--- config.mk ---
export PLATFORM = sky130hd
export DESIGN_NAME = vc_input_ctrl
export DESIGN_NICKNAME = d
export VERILOG_FILES = /design/src/rtl/vc_input_ctrl.sv
export SDC_FILE = /design/constraint.sdc
export NUM_CORES = 1
export LEC_CHECK = 0
export CELL_PAD_IN_SITES_DETAIL_PLACEMENT = 2
export CELL_PAD_IN_SITES_GLOBAL_PLACEMENT = 2
export CORE_MARGIN = 2
export CORE_UTILIZATION = 43
export DETAILED_ROUTE_END_ITERATION = 12
export PLACE_DENSITY_LB_ADDON = 0.3
export SYNTH_ARGS = -nofsm -noshare
export SYNTH_HDL_FRONTEND = slang
export SYNTH_SLANG_ARGS = --single-unit
--- constraint.sdc ---
create_clock -name clk -period 12.1 [get_ports clk]
set_clock_uncertainty 0.15 [all_clocks]
set_input_delay 2.42 -clock clk [delete_from_list [all_inputs] [get_ports clk]]
set_output_delay 2.42 -clock clk [all_outputs]
set_load 0.03 [all_outputs]
--- src/rtl/vc_input_ctrl.sv ---
// ---------------------------------------------------------------------------
// vc_input_ctrl
//
// Virtual-channel input controller for one router input port. The link side
// writes flits into NUM_VC per-channel FIFOs (BUFFER_DEPTH entries each), and
// the router side reads head flits from them. A free-running phase rotor p
// picks the write VC (p) and the read VC (p+1 mod NUM_VC) every cycle. With
// NUM_VC=2 this is the classic odd/even alternating input controller.
//
// Parameters
//   DATA_WIDTH    flit width (default 64)
//   NUM_VC        number of virtual channels, 2..16 (default 2)
//   BUFFER_DEPTH  entries per VC FIFO, >= 1, need not be a power of two
//   VC_W          (derived) VC index width, clog2(NUM_VC)
//
// Ports
//   clk                in   rising-edge clock
//   rst                in   synchronous, active-low reset
//   sendI              in   link strobe, dataI valid this cycle
//   dataI              in   link flit
//   receiveI           out  write VC can accept a flit this cycle
//   sig_channel_clean  in   router grant, pop head of read VC this cycle
//   sig_req_channel    out  read VC holds at least one flit
//   inner_dataO        out  head flit of read VC (zero when none)
//   inner_vcO          out  current read VC index
//   wr_vcO             out  current write VC index
//   drop_cnt           out  dropped-flit counter
//
// Build option
//   INPUT_CTRL_STATS_EN  when defined, drop_cnt counts every cycle in which
//                        sendI is high but the flit cannot be accepted
//                        (saturating at 16'hFFFF). When undefined, drop_cnt
//                        is tied to zero and no counter exists.
// ---------------------------------------------------------------------------
module vc_input_ctrl #(
    parameter int DATA_WIDTH   = 64,
    parameter int NUM_VC       = 2,
    parameter int BUFFER_DEPTH = 2,
    localparam int VC_W        = $clog2(NUM_VC)
) (
    input  logic                  clk,
    input  logic                  rst,
    input  logic                  sendI,
    input  logic [DATA_WIDTH-1:0] dataI,
    output logic                  receiveI,
    input  logic                  sig_channel_clean,
    output logic                  sig_req_channel,
    output logic [DATA_WIDTH-1:0] inner_dataO,
    output logic [VC_W-1:0]       inner_vcO,
    output logic [VC_W-1:0]       wr_vcO,
    output logic [15:0]           drop_cnt
);

    // A depth-1 FIFO still needs a 1-bit pointer so the declarations stay legal.
    localparam int PTR_W = (BUFFER_DEPTH > 1) ? $clog2(BUFFER_DEPTH) : 1;
    localparam int CNT_W = $clog2(BUFFER_DEPTH + 1);

    localparam logic [VC_W-1:0]  LAST_VC  = VC_W'(NUM_VC - 1);
    localparam logic [PTR_W-1:0] LAST_PTR = PTR_W'(BUFFER_DEPTH - 1);
    localparam logic [CNT_W-1:0] FULL_CNT = CNT_W'(BUFFER_DEPTH);

    typedef enum logic {
        IDLE = 1'b0,
        RUN  = 1'b1
    } state_t;

    state_t          state_q, state_d;
    logic [VC_W-1:0] p_q, p_d;
    logic [VC_W-1:0] rd_vc;
    logic            run;
    logic            push;
    logic            pop;

    logic [NUM_VC-1:0]     full_vec;
    logic [NUM_VC-1:0]     empty_vec;
    logic [DATA_WIDTH-1:0] head_vec [NUM_VC];

    // -----------------------------------------------------------------------
    // Phase rotor and control FSM
    // -----------------------------------------------------------------------
    assign run = (state_q == RUN);

    // Read VC is always the write VC's successor, so the two never coincide
    // and a push and a pop in one cycle always hit different FIFOs.
    assign rd_vc = (p_q == LAST_VC) ? '0 : p_q + 1'b1;

    always_comb begin
        state_d = state_q;
        p_d     = p_q;
        case (state_q)
            IDLE: state_d = RUN;
            RUN:  p_d     = rd_vc;
        endcase
    end

    always_ff @(posedge clk) begin
        if (!rst) begin
            state_q <= IDLE;
            p_q     <= '0;
        end else begin
            state_q <= state_d;
            p_q     <= p_d;
        end
    end

    // -----------------------------------------------------------------------
    // Handshake decode: everything here comes from registers only, so no
    // input reaches an output combinationally.
    // -----------------------------------------------------------------------
    assign receiveI        = run && !full_vec[p_q];
    assign sig_req_channel = run && !empty_vec[rd_vc];
    assign push            = sendI && receiveI;
    assign pop             = sig_channel_clean && sig_req_channel;

    // Head is forced to zero when the read VC has nothing valid, which also
    // hides stale or never-written storage after a flush.
    assign inner_dataO = sig_req_channel ? head_vec[rd_vc] : '0;
    assign inner_vcO   = rd_vc;
    assign wr_vcO      = p_q;

    // -----------------------------------------------------------------------
    // Per-VC FIFOs
    // -----------------------------------------------------------------------
    genvar gi;
    generate
        for (gi = 0; gi < NUM_VC; gi++) begin : g_vc
            logic [DATA_WIDTH-1:0] mem_q [BUFFER_DEPTH];
            logic [PTR_W-1:0]      wr_ptr_q, wr_ptr_d;
            logic [PTR_W-1:0]      rd_ptr_q, rd_ptr_d;
            logic [CNT_W-1:0]      cnt_q, cnt_d;
            logic                  vc_push;
            logic                  vc_pop;

            assign vc_push = push && (p_q == VC_W'(gi));
            assign vc_pop  = pop && (rd_vc == VC_W'(gi));

            // Pointers wrap explicitly at BUFFER_DEPTH-1 because the depth
            // need not be a power of two.
            always_comb begin
                wr_ptr_d = wr_ptr_q;
                rd_ptr_d = rd_ptr_q;
                cnt_d    = cnt_q;
                if (vc_push) begin
                    wr_ptr_d = (wr_ptr_q == LAST_PTR) ? '0 : wr_ptr_q + 1'b1;
                    cnt_d    = cnt_q + 1'b1;
                end
                if (vc_pop) begin
                    rd_ptr_d = (rd_ptr_q == LAST_PTR) ? '0 : rd_ptr_q + 1'b1;
                    cnt_d    = cnt_q - 1'b1;
                end
            end

            always_ff @(posedge clk) begin
                if (!rst) begin
                    wr_ptr_q <= '0;
                    rd_ptr_q <= '0;
                    cnt_q    <= '0;
                end else begin
                    wr_ptr_q <= wr_ptr_d;
                    rd_ptr_q <= rd_ptr_d;
                    cnt_q    <= cnt_d;
                end
            end

            // Storage carries no reset; the count alone defines validity.
            always_ff @(posedge clk) begin
                if (vc_push) begin
                    mem_q[wr_ptr_q] <= dataI;
                end
            end

            assign full_vec[gi]  = (cnt_q == FULL_CNT);
            assign empty_vec[gi] = (cnt_q == '0);
            assign head_vec[gi]  = mem_q[rd_ptr_q];
        end
    endgenerate

    // -----------------------------------------------------------------------
    // Drop statistics
    // -----------------------------------------------------------------------
`ifdef INPUT_CTRL_STATS_EN
    logic        drop;
    logic [15:0] drop_cnt_q, drop_cnt_d;

    // A drop can happen in IDLE too, since receiveI is low there.
    assign drop = sendI && !receiveI;

    always_comb begin
        drop_cnt_d = drop_cnt_q;
        if (drop && (drop_cnt_q != 16'hFFFF)) begin
            drop_cnt_d = drop_cnt_q + 16'd1;
        end
    end

    always_ff @(posedge clk) begin
        if (!rst) begin
            drop_cnt_q <= '0;
        end else begin
            drop_cnt_q <= drop_cnt_d;
        end
    end

    assign drop_cnt = drop_cnt_q;
`else
    assign drop_cnt = '0;
`endif

endmodule
==> flow_summary.toml, run 1 <==
[route]
detail-route-antenna-nets = 0
viasPerCell = 5.459
drc_errors = 0
vias = 6076
drt-total-wl_mm = 27.07
drt_iter0_drc = 314
wire_per_inst_um = 24.32
drt_first_pass_iters = 5

[worst_setup_path]
crit_chain = "inv_1, o311ai_4, buf_4, a211oi_1, clkdlybuf4s50_1"
crit_path_max_incr_delay_ns = 0.92
worstPathArrival_ns = 4.07
crit_type = "reg -> out"
worstPathMaxFanout = 63
r2r_slack_ns = 9.49
cp_top_family = "buffers and inverters"
cp_slowest_cell = "o311ai_4"
worstPathBufferInverterCount = 3
critPathLaunchType = "flip-flop"
endpoint_kind = "primary output"
critPathRequiredTime_ns = 9.53

[yosys]
synth_compound_area_share_pct = 10.88
yosys.area_share.adder_pct = 0
synth-edff-count = 256
yosysWarningCount = 0
synth_mux_area_share_pct = 5.982
synthXorXnorAreaFrac_pct = 0.08179
yosysSeqAreaShare_pct = 74.03
synth_top_family_by_area = "compound AO/OA/AOI/OAI gates"
dominantRegCellSynth = "edfxtp_1"
ys_seq_elements = 268
async_reset_ff_share_pct = 0
synthCells = 633
mappedNetlistArea_um2 = 10710
syn_avg_cell_area_um2 = 16.92
yosys.area_share.simple_pct = 5.188
yosys.cell_types.count = 38

[timing]
finalCritPeriodShare_pct = 54.86
fmax_mhz = 150.6
rsz0062_at_grt = "false"
slew_headroom_pct = 29.89
fin_setup_tns_ns = 0
setup_slack_ns = 5.461
finalHoldViolCount = 0
setup_violations = 0
drv_slew = 0
fin_crit_ns = 6.639
holdWs_ns = 0.3996
worstMarginPinSlew_ns = 1.052

[cells_and_area]
drive_above_1_share_pct = 9.657
area_growth_pct = 22.62
final_common_cell = "edfxtp_1"
post-route-util_pct = 53.84
layout_common_cells = "edfxtp_1, clkdlybuf4s50_1, a211oi_1"
fin_nets = 833

[clocking]
ctsResizeCount = 0
clk_pin_slew_ns = 0.06
numCtsBuffers = 28
cts-root-buf = "clkbuf_16"
clockBufferDepth = 3
cts_hold_buf = 0
clock_sinks = 268
cts_tree = "built"
insertion_delay_ns = 0.53
post-cts-setup-buffers = 0
h-tree-depth = 1

[grt]
grt_max_degree = 93
grt_overflow = 0
grt_pass1_vias = 6819
grt_usage_pct = 20.85
grt_pass1_wl_mm = 41.71
antenna_found_initial = 1

[place]
post-place-ws_ns = 5.920
gp_congestion = 0.7471
hpwl_mm = 16.39
io_buffers = 135

[floorplan]
die_h_um = 161.8
initial_utilization_pct = 43.91
core_area_um2 = 24390
num_io_pins = 152
rows = 57
die_x_um = 161.8
dieArea_um2 = 26180

[power]
power.leakage_nw = 4.022
cellPowerDensity_nw_per_um2 = 156.2
peakVddDrop_uv = 127.0

[min_path]
hold_path_class = "reg -> reg"

[status]
status = "complete, no violations"

[job]
maxCapViolCount = 0
-- tightest hold or removal path: stages (launching register included) --
cell,delay (ns)
dfxtp_1,0.32
o21ai_0,0.13
a21oi_1,0.07
-- final cells by class --
class                   instances  area (um2)
fillers                      2189       11260
diodes                          2       5.005
clock inverters                10       75.07
inverters                       3       11.26
multi-input cells             317        2450
flip-flops and latches        268        7939
repair buffers                147        1441
well taps                     324       405.4
clock buffers                  42       804.5
-- where the power goes --
part | total [mW] | internal [mW] | switching, mW
combinational | 0.169 | 0.0631 | 0.106
clock | 0.825 | 0.479 | 0.346
sequential | 1.06 | 1.04 | 0.0156
-- through the flow --
step,area (um2),power [mW],std cells
finish,13130,2.051,1113
global route,13130,2.114,1111
CTS,13130,2.072,1111
detailed placement,12250,1.247,1059
global placement,12250,1.236,1059
floorplan,10770,1.173,648
-- cells in the mapped netlist (all sizes together) (2+ instances only) --
cell type / number / area [um2]
nor3: 3 / 15.01
edfxtp: 256 / 7687
a21oi: 4 / 20.02
mux2i: 64 / 640.6
nand3: 3 / 15.01
clkbuf: 14 / 60.05
o21a: 4 / 30.03
nor2b: 66 / 412.9
nand4: 2 / 12.51
dfxtp: 12 / 240.2
buf: 46 / 336.6
nand3b: 2 / 15.01
o31ai: 2 / 15.01
nor3b: 2 / 15.01
o21ai: 2 / 10.01
or3: 4 / 30.03
a211oi: 128 / 1021
nor2: 4 / 15.01
inv: 3 / 11.26
o2111ai: 2 / 17.52
-- cell families after synthesis --
logic type	Yosys count
buf+inv	63
compound gates	146
other cells	1
mux	64
flops	268
simple gates	90
xor+xnor	1
-- worst paths after layout --
kind,cells after the start,end,from
hold / removal,2,flip-flop,g_vc[0].rd_ptr_q
setup reg to reg,3,g_vc[1].mem_q[1][27],wr_vcO
hold reg to reg,2,flip-flop,g_vc[0].rd_ptr_q
setup / recovery,5,inner_dataO[46],wr_vcO
-- layer usage --
metal	vias up	routed length (um)	global-route usage (%)
met5	-	0	0
met4	0	508	4.505
met1	3118	11110	26.25
li1	2754	-	-
met3	35	1402	3.984
met2	169	14050	37.52
-- state kept, by name, summed over array words and instances (netlist names), named ones only --
name           flops
g_vc.wr_ptr_q      2
wr_vcO             1
g_vc.cnt_q         4
g_vc.rd_ptr_q      2
g_vc.mem_q       256
run                1
Power figures use the tool's default switching activity.
==> inputs of run 2 (changes only) <==
CORE_UTILIZATION = 36   (was 43)
clock period = 5.6 ns   (was 12.1 ns; I/O delays follow)
==> run 2 against run 1 <==
Compared with the run above:
- worst setup slack got worse by 4.5 ns
- hold slack got worse by 0.026 ns
- clock power rose by 140%
- routed wire length fell by 2.4%
- sequential power rose by 120%
- combinational power rose by 110%
- non-clock buffer count rose by 5
- first-iteration DRC count rose by 9.2%
- register-to-register slack got worse by 7.1 ns
- sequential share of layout area fell by 1.1 points
- global-route usage fell by 3.7 points
==> flow_summary.toml, run 2 (synthesis gave the netlist of run 1 again) <==
[power]
seqPwrFrac_pct = 49.7
p_total_mw = 4.603
clkPwrFrac_pct = 42.4
peakVddDrop_uv = 161.4
power.leakage_nw = 4.083
power_frac_comb_pct = 7.9
p_int_mw = 3.572
cellPowerDensity_nw_per_um2 = 343.9
p_sw_mw = 1.031
swShare_pct = 22.40

[clocking]
numCtsBuffers = 30
insertion_delay_ns = 0.54
cts_hold_buf = 0
post-cts-setup-buffers = 0
clk_pin_slew_ns = 0.06
clockBufferDepth = 3
clock_sinks = 268
cts-root-buf = "clkbuf_16"
ctsResizeCount = 0
cts_tree = "built"
h-tree-depth = 1

[cells_and_area]
largestRegisters = "g_vc.mem_q: 256 flops, g_vc.cnt_q: 4 flops"
postLayoutCellArea_um2 = 13380
drive_above_1_share_pct = 9.937
layout_common_cells = "edfxtp_1, clkdlybuf4s50_1, a211oi_1"
final_common_cell = "edfxtp_1"
largest_reg_flops = 256
post-route-util_pct = 45.40
regMostFlops = "g_vc.mem_q"
layout.cells.non_filler = 1186
fin_nets = 840
area_growth_pct = 24.98

[place]
io_buffers = 135
hpwl_mm = 15.65
dp_cells = 1130
placed_cell_area_um2 = 12400
gp_congestion = 0.7244

[grt]
grt_overflow = 0
antenna_found_initial = 1
grt_usage_pct = 17.14
grt_pass1_vias = 6855
grt_max_degree = 102
grt_pass1_wl_mm = 40.83

[timing]
slew_headroom_pct = 22.05
worstMarginPinSlew_ns = 1.169
fin_setup_tns_ns = 0
setup_violations = 0
drv_slew = 0
rsz0062_at_grt = "false"
finalHoldViolCount = 0
fmax_mhz = 217.9
finalCritPeriodShare_pct = 81.96
fin_crit_ns = 4.590

[route]
drc_errors = 0
viasPerCell = 5.094
wl_met3_mm = 1.515
drt-total-wl_mm = 26.42
drt_iter0_drc = 343
detail-route-antenna-nets = 0
vias = 6042
drt_first_pass_iters = 4
top_layer_used = "met4"
wire_per_inst_um = 22.28
m1WireLength_mm = 11.18
wl_met2_mm = 13.40

[worst_setup_path]
r2r-end = "g_vc[1].mem_q[0][42]"
reg2reg_from = "wr_vcO"
endpoint_kind = "primary output"
crit_top_cell = "a211oi_1"
critPathLaunchType = "flip-flop"
crit_chain = "buf_4, a211oi_1, a211oi_1, clkdlybuf4s50_1"
crit_path_max_incr_delay_ns = 0.84
worstPathArrival_ns = 3.32
cp_top_family = "buffers and inverters"
crit_type = "reg -> out"
r2r_cells = 4
worstPathBufferInverterCount = 2
worstPathMaxFanout = 65
r2r_slack_ns = 2.40
cp_slowest_cell = "dfxtp_4"
critPathRequiredTime_ns = 4.33

[status]
status = "complete, no violations"

[floorplan]
die_x_um = 176.5
dieArea_um2 = 31140
initial_utilization_pct = 36.33
rows = 63
die_h_um = 176.5
core_area_um2 = 29480
num_io_pins = 152

[min_path]
hold_path_class = "reg -> reg"
min_path_cells = 2
worstHoldStart = "g_vc[1].rd_ptr_q"

[job]
maxCapViolCount = 0
run 2: cell types whose count changed in the layout (fill, tap and decap cells not counted), sizes merged:
cell / before / now
clkbuf: 42 / 36
clkinv: 9 / 15
buf: 12 / 17
bufinv: 1 / 4
diode: 2 / 1
run 2: metrics by stage:
stage / setup WS [ns] / hold WS (ns)
4_1_cts: 0.9498 / 0.3856
6_report: 1.010 / 0.3739
3_3_place_gp: 1.573 / 0.3320
3_5_place_dp: 1.536 / 0.3767
5_1_grt: 0.7266 / 0.4205
2_1_floorplan: 1.158 / 0.3299
run 2: how the worst max path moves through the flow:
stage | start | endpoint | slack, ns | cells after the start
global placement | wr_vcO | inner_dataO[35] | 1.57 | 4
finish | wr_vcO | inner_dataO[35] | 1.01 | 4
CTS | wr_vcO | inner_dataO[35] | 0.95 | 4
detailed placement | wr_vcO | inner_dataO[30] | 1.54 | 4
global route | wr_vcO | inner_dataO[30] | 0.73 | 4
floorplan | sendI | g_vc[0].mem_q[1][0] | 1.16 | 2
run 2: layout make-up:
class                           count  area, um2
Antenna cell                        1      2.502
Clock buffer                       36      794.5
Clock inverter                     19      182.7
Fill cell                        2770      16100
Inverter                            3      11.26
Multi-Input combinational cell    317       2475
Sequential cell                   268       7939
Tap cell                          390      488.0
Timing Repair Buffer              152       1491
run 2: metal layers:
layer  up-vias  track usage (%)
li1       2768                -
met2       142            30.75
met5         -                0
met1      3105            21.51
met3        27            3.790
met4         0            2.858
run 2: power by group through the flow:
stage	sequential [mW]	clock, mW	combinational (mW)
6_report	2.29	1.95	0.363
5_1_grt	2.29	2.08	0.392
4_1_cts	2.29	2.00	0.370
3_5_place_dp	2.33	0	0.367
3_3_place_gp	2.32	0	0.353
2_1_floorplan	2.31	0	0.223
run 2: worst reg2reg max path, stage by stage (launching register included):
cell     delay, ns
dfxtp_4       0.84
buf_4         0.45
nand3_1       0.33
nor3_4        0.75
buf_4         0.37
